===== src/rtl/assert_logger_pkg.sv =====
// Shared types and default sizing for the assertion event logger.
// Imported by the FIFO and the top level.
package assert_logger_pkg;

    localparam int unsigned CNT_W_DEF   = 16;
    localparam int unsigned DEPTH_DEF   = 4;
    localparam int unsigned MAX_RUN_DEF = 3;

    typedef enum logic [1:0] {
        ST_IDLE,
        ST_PASS,
        ST_FAIL_RUN,
        ST_ALARM
    } state_t;

endpackage


===== src/rtl/assert_log_fifo.sv =====
// Synchronous failure-timestamp FIFO.
// A pop frees a slot for a same-cycle push when full.
module assert_log_fifo
    import assert_logger_pkg::*;
#(
    parameter int unsigned W     = CNT_W_DEF,
    parameter int unsigned DEPTH = DEPTH_DEF
) (
    input  logic         clk,
    input  logic         rst_n,
    input  logic         clr,
    input  logic         push,
    input  logic [W-1:0] push_data,
    input  logic         pop,
    output logic [W-1:0] head,
    output logic         empty,
    output logic         full,
    output logic         drop
);

    localparam int unsigned AW = $clog2(DEPTH);
    localparam int unsigned CW = AW + 1;

    logic [W-1:0]  mem [DEPTH];
    logic [AW-1:0] wr_ptr;
    logic [AW-1:0] rd_ptr;
    logic [CW-1:0] count;
    logic          do_push;
    logic          do_pop;

    assign empty   = (count == '0);
    assign full    = (count == CW'(DEPTH));
    assign do_pop  = pop && !empty;
    assign do_push = push && (!full || do_pop);
    assign drop    = push && full && !do_pop;
    assign head    = empty ? '0 : mem[rd_ptr];

    always_ff @(posedge clk or negedge rst_n) begin
        if (!rst_n) begin
            wr_ptr <= '0;
            rd_ptr <= '0;
            count  <= '0;
            for (int i = 0; i < int'(DEPTH); i++) mem[i] <= '0;
        end else if (clr) begin
            wr_ptr <= '0;
            rd_ptr <= '0;
            count  <= '0;
            for (int i = 0; i < int'(DEPTH); i++) mem[i] <= '0;
        end else begin
            if (do_push) begin
                mem[wr_ptr] <= push_data;
                wr_ptr      <= wr_ptr + 1'b1;
            end
            if (do_pop) rd_ptr <= rd_ptr + 1'b1;
            unique case ({do_push, do_pop})
                2'b10:   count <= count + 1'b1;
                2'b01:   count <= count - 1'b1;
                default: count <= count;
            endcase
        end
    end

endmodule


===== src/rtl/assert_event_logger.sv =====
// On-chip consumer of the a && b check: counters, run FSM,
// sticky alarm and a timestamp log for a valid/ready reader.
module assert_event_logger
    import assert_logger_pkg::*;
#(
    parameter int unsigned CNT_W   = CNT_W_DEF,
    parameter int unsigned DEPTH   = DEPTH_DEF,
    parameter int unsigned MAX_RUN = MAX_RUN_DEF
) (
    input  logic             clk,
    input  logic             rst_n,
    input  logic             chk_en,
    input  logic             chk_a,
    input  logic             chk_b,
    input  logic             clr,
    output logic [CNT_W-1:0] cyc_cnt,
    output logic [CNT_W-1:0] fail_cnt,
    output logic             fail_sticky,
    output logic             alarm,
    output logic             log_valid,
    output logic [CNT_W-1:0] log_data,
    input  logic             log_ready,
    output logic             log_ovf
);

    localparam int unsigned     RUN_W   = $clog2(MAX_RUN + 1);
    localparam logic [RUN_W-1:0] RUN_MAX = RUN_W'(MAX_RUN);
    localparam logic [RUN_W-1:0] RUN_ONE = RUN_W'(1);

    state_t           state;
    state_t           state_n;
    logic [RUN_W-1:0] run;
    logic [RUN_W-1:0] run_n;
    logic             fail;
    logic             pass;
    logic             empty;
    logic             full;
    logic             drop;

    assign fail  = chk_en && !(chk_a && chk_b);
    assign pass  = chk_en && chk_a && chk_b;
    assign alarm = (state == ST_ALARM);

    always_comb begin
        state_n = state;
        run_n   = run;
        unique case (state)
            ST_IDLE, ST_PASS: begin
                if (fail) begin
                    run_n   = RUN_ONE;
                    state_n = (RUN_MAX == RUN_ONE) ? ST_ALARM : ST_FAIL_RUN;
                end else if (pass) begin
                    state_n = ST_PASS;
                end else begin
                    state_n = ST_IDLE;
                end
            end
            ST_FAIL_RUN: begin
                if (fail) begin
                    run_n = run + 1'b1;
                    if (run_n == RUN_MAX) state_n = ST_ALARM;
                end else if (pass) begin
                    run_n   = '0;
                    state_n = ST_PASS;
                end else begin
                    run_n   = '0;
                    state_n = ST_IDLE;
                end
            end
            ST_ALARM: begin
                state_n = ST_ALARM;
            end
            default: begin
                run_n   = '0;
                state_n = ST_IDLE;
            end
        endcase
    end

    always_ff @(posedge clk or negedge rst_n) begin
        if (!rst_n) begin
            state <= ST_IDLE;
            run   <= '0;
        end else if (clr) begin
            state <= ST_IDLE;
            run   <= '0;
        end else begin
            state <= state_n;
            run   <= run_n;
        end
    end

    always_ff @(posedge clk or negedge rst_n) begin
        if (!rst_n) begin
            cyc_cnt     <= '0;
            fail_cnt    <= '0;
            fail_sticky <= 1'b0;
            log_ovf     <= 1'b0;
        end else if (clr) begin
            cyc_cnt     <= '0;
            fail_cnt    <= '0;
            fail_sticky <= 1'b0;
            log_ovf     <= 1'b0;
        end else begin
            cyc_cnt <= cyc_cnt + 1'b1;
            if (fail) begin
                fail_sticky <= 1'b1;
                if (fail_cnt != '1) fail_cnt <= fail_cnt + 1'b1;
            end
            if (drop) log_ovf <= 1'b1;
        end
    end

    // Timestamp is the cycle count before this edge's increment.
    assert_log_fifo #(
        .W     (CNT_W),
        .DEPTH (DEPTH)
    ) u_fifo (
        .clk       (clk),
        .rst_n     (rst_n),
        .clr       (clr),
        .push      (fail),
        .push_data (cyc_cnt),
        .pop       (log_ready),
        .head      (log_data),
        .empty     (empty),
        .full      (full),
        .drop      (drop)
    );

    assign log_valid = !empty;

endmodule


===== config.mk =====
export PLATFORM = sky130hd
export DESIGN_NAME = assert_event_logger
export DESIGN_NICKNAME = d
export VERILOG_FILES = /design/src/rtl/assert_logger_pkg.sv /design/src/rtl/assert_log_fifo.sv /design/src/rtl/assert_event_logger.sv
export SDC_FILE = /design/constraint.sdc
export NUM_CORES = 1
export LEC_CHECK = 0
export BUFFER_PORTS_ARGS = -buffer_cell sky130_fd_sc_hd__buf_2
export CORE_MARGIN = 10
export CORE_UTILIZATION = 50
export DETAILED_ROUTE_END_ITERATION = 10
export PLACE_DENSITY = 0.69
export SLEW_MARGIN = 5
export SYNTH_ARGS = -nofsm -noshare
export SYNTH_HDL_FRONTEND = slang
export SYNTH_HIERARCHICAL = 1
export SYNTH_SLANG_ARGS = --single-unit

===== constraint.sdc =====
create_clock -name clk -period 2.95 [get_ports clk]
set_input_delay 0.295 -clock clk [delete_from_list [all_inputs] [get_ports clk]]
set_output_delay 0.295 -clock clk [all_outputs]
set_load 0.03 [all_outputs]

==> results.toml <==
[power_and_ir_drop]
switching_share_pct = 25.62
powerDensity_nw_per_um2 = 506.4
power_switching_mw = 0.8049
seqPwrFrac_pct = 49.6
leakagePower_nw = 2.698
peakVddDrop_uv = 376.4
intPower_mw = 2.337
power.share.clock_pct = 38.5
p_comb_share_pct = 11.9

[worst_hold_path]
hold_path.class = "in -> reg"
holdPathStages = 3
hp-start = "chk_a"
hold_path_end = "state[0]"

[critical_path]
slowest_stage = "dfrtp_1"
slowest_delay_ps = 970
crit_path_start_kind = "flip-flop"
rr_startpoint = "u_fifo/count[1]"
crit_arrival_ps = 2130
path_max_fanout = 17
crit_path_end_kind = "output pin"
r2r-end = "u_fifo/mem[29]"
critical_path_class = "reg -> out"
reg2reg_depth = 4
crit_chain = "mux4_2 > nor2b_1 > buf_2"
rrSetupSlack_ps = 730
crit_required_ps = 2650

[layout]
fin_nets = 644
diodes = 0
drive_above_1_share_pct = 18.61
syn_to_final_growth_pct = 11.27

[timing]
rsz0062_at_grt = "no"
fin_skew_ps = 9.644
setup_tns_ps = 0
hold_violations = 0
tightest_slew_ps = 940.7
fmax_ghz = 0.4125
period_minus_slack_ps = 2424
post-route-period-util_pct = 82.18
slew_violations = 0
slew_headroom_pct = 37.29
fin_ws_ps = 525.7
setup-violations-final = 0

[synthesis]
synth_warnings = 6
synth_ff_type = "dfrtp_1"
netlist_area_um2 = 5575
syn_inst = 587
yosys.area.top_type = "dfrtp_1"
synthSimpleGateAreaFrac_pct = 23.68
synth_compound_area_share_pct = 10.75
yosys.area_share.xor_xnor_pct = 2.042
synthAdderAreaFrac_pct = 1.930
ys_seq_area_share_pct = 48.92
synth-edff-count = 0
synthMuxAreaShare_pct = 8.259
synthDistinctLibCells = 51
syn_nets = 602
postSynthAreaPerCell_um2 = 9.498
synth_top_family_by_area = "simple AND/OR/NAND/NOR gates"
ys_top_cells_by_area = "dfrtp_1, nand2_1, a21oi_1"
yosys.area.top_type_share_pct = 48.92
ys_ff_latch = 109
async_flop_share_pct = 100.0

[clock_tree]
cts_root_buffer = "clkbuf_8"
cts_buffers = 9
clk_latency_ps = 380
path_clk_slew_ps = 100
post-cts-setup-buffers = 0
cts_buffer_depth = 2
clkSinkCount = 109
cts_max_level = 3
tritoncts = "yes"

[global_routing]
track_usage_pct = 17.28
grt_start_max_net_pins = 92
grt_pass1_wl_um = 22710
overflow = 0
grt_antenna_before_repair = 0
grt_pass1_vias = 4562

[routing]
num_vias = 4436
drt-total-wl_um = 13350
drc = 0
dr.pass1.iters = 5
ant_nets = 0
viasPerCell = 5.731
drtIter0Drc = 354
wl_per_cell_um = 17.24

[floorplanning]
die_y_um = 125.6
core_um2 = 10890
die_w_um = 125.6
io-pin-count = 59
die-area_um2 = 15770
start_util_pct = 51.21
rows = 38

[place]
port_buffers = 58
routabilityCongestion = 0.8498
dp_slack_ps = 635.4
post-dp-hpwl_um = 8681

[flow_run]
maxCapViolations = 0

[status]
status = "complete, no violations"
[Yosys cell counts, types with 3 or more instances]
master / instances
or4_1: 6
and3_1: 4
nor2_1: 40
and3_4: 3
nor3_1: 7
ha_1: 7
and2_1: 3
buf_4: 5
xnor2_1: 5
clkbuf_1: 18
buf_6: 6
nand3_1: 8
buf_2: 5
o21ai_0: 8
nor2b_1: 25
nand2_1: 144
dfrtp_1: 109
a21oi_1: 79
buf_1: 4
nor4_1: 6
or3_1: 6
nand3_2: 4
nand4_1: 9
a31oi_1: 3
xor2_1: 8
a211oi_1: 3
mux4_2: 16
mux2_2: 8
o31ai_1: 4
inv_1: 9
[metal layers]
layer	up-vias	global-route usage (%)	wire length, um	part of all wire [%]
met5	-	0	0	0
met2	145	28.70	6620	50
li1	2097	-	-	-
met1	2181	21.11	5530	41
met4	0	4.539	137	1.0
met3	13	5.703	1058	7.9
[layout make-up]
class | count | area [um2]
clock buffers | 11 | 151.4
clock inverters | 5 | 128.9
fillers | 972 | 4684
inverters | 9 | 33.78
multi-input cells | 431 | 2606
flip-flops and latches | 109 | 2728
well taps | 140 | 175.2
repair buffers | 69 | 380.4
[cells by family after synthesis]
kind of cell / Yosys count
AND/OR/NAND/NOR: 277
flip-flops: 109
AO/OA/AOI/OAI: 108
buffers and inverters: 47
multiplexers: 25
XOR/XNOR: 13
adder cells (fa/ha/maj): 8
[repair_timing]
action                    CTS  global route
gates resized for setup     0             0
hold endpoints to repair   36             0
hold buffers                1             0
[worst max-delay path: cells and delay by family, from the launching register on]
family | cells | cell delay, ps
multiplexers | 1 | 340
flip-flops | 1 | 970
buffers and inverters | 1 | 230
AND/OR/NAND/NOR | 1 | 200
[metrics by stage]
stage	utilization [%]	area [um2]	hold WS, ps	total power [mW]	instances
6_report	56.98	6203	194.8	3.142	774
5_1_grt	56.98	6203	195.1	3.280	774
4_1_cts	56.98	6203	178.6	3.184	774
3_5_place_dp	54.31	5913	298.1	1.968	757
3_3_place_gp	54.31	5913	294.8	1.951	757
2_1_floorplan	-	5575	-0.5911	1.840	587
[flip-flops by register name, summed over array words and instances (netlist names)]
| signal | count |
|---|---|
| u_fifo/rd_ptr | 2 |
| u_fifo/count | 3 |
| u_fifo/mem | 64 |
| log_ovf | 1 |
| state | 2 |
| fail_sticky | 1 |
| run | 2 |
| fail_cnt | 16 |
| u_fifo/wr_ptr | 2 |
| cyc_cnt | 16 |
[power by group through the flow]
| stage | Combinational, mW | Sequential [mW] | Clock, mW |
|---|---|---|---|
| 2_1_floorplan | 0.255 | 1.58 | 0 |
| 3_3_place_gp | 0.365 | 1.59 | 0 |
| 3_5_place_dp | 0.380 | 1.59 | 0 |
| 4_1_cts | 0.382 | 1.56 | 1.24 |
| 5_1_grt | 0.418 | 1.57 | 1.30 |
| 6_report | 0.375 | 1.56 | 1.21 |
[cells in the final DEF (no fill, tap or decap), drive strengths merged, types with 2 or more instances in the layout]
master | netlist | routed
o21ai | 8 | 8
nor4 | 7 | 7
inv | 9 | 10
xnor2 | 5 | 5
ha | 7 | 7
a31oi | 3 | 3
nand2 | 144 | 144
nand4 | 9 | 9
or3 | 6 | 6
nor2 | 40 | 40
clkbuf | 18 | 11
bufinv | 0 | 4
and2 | 3 | 3
nor3 | 7 | 7
a21oi | 79 | 79
dfrtp | 109 | 109
nor2b | 25 | 25
nand3b | 2 | 2
and3 | 7 | 7
nor3b | 2 | 2
xor2 | 8 | 8
a211oi | 3 | 3
mux4 | 16 | 16
mux2 | 8 | 8
nand3 | 12 | 12
or4 | 7 | 7
o31ai | 4 | 4
o21bai | 2 | 2
buf | 20 | 68
nand2b | 2 | 2
[how the worst max path moves through the flow]
stage	start	cells after the start	slack, ps	endpoint
2_1_floorplan	u_fifo/count[1]	7	520	u_fifo/count[2]
3_3_place_gp	chk_en	10	710	u_fifo/count[1]
3_5_place_dp	chk_en	10	640	u_fifo/count[1]
4_1_cts	u_fifo/rd_ptr[1]	3	550	log_data[14]
5_1_grt	u_fifo/rd_ptr[1]	3	440	log_data[14]
6_report	u_fifo/rd_ptr[1]	3	530	log_data[14]
Note: power is estimated with default switching activity, not from simulation.
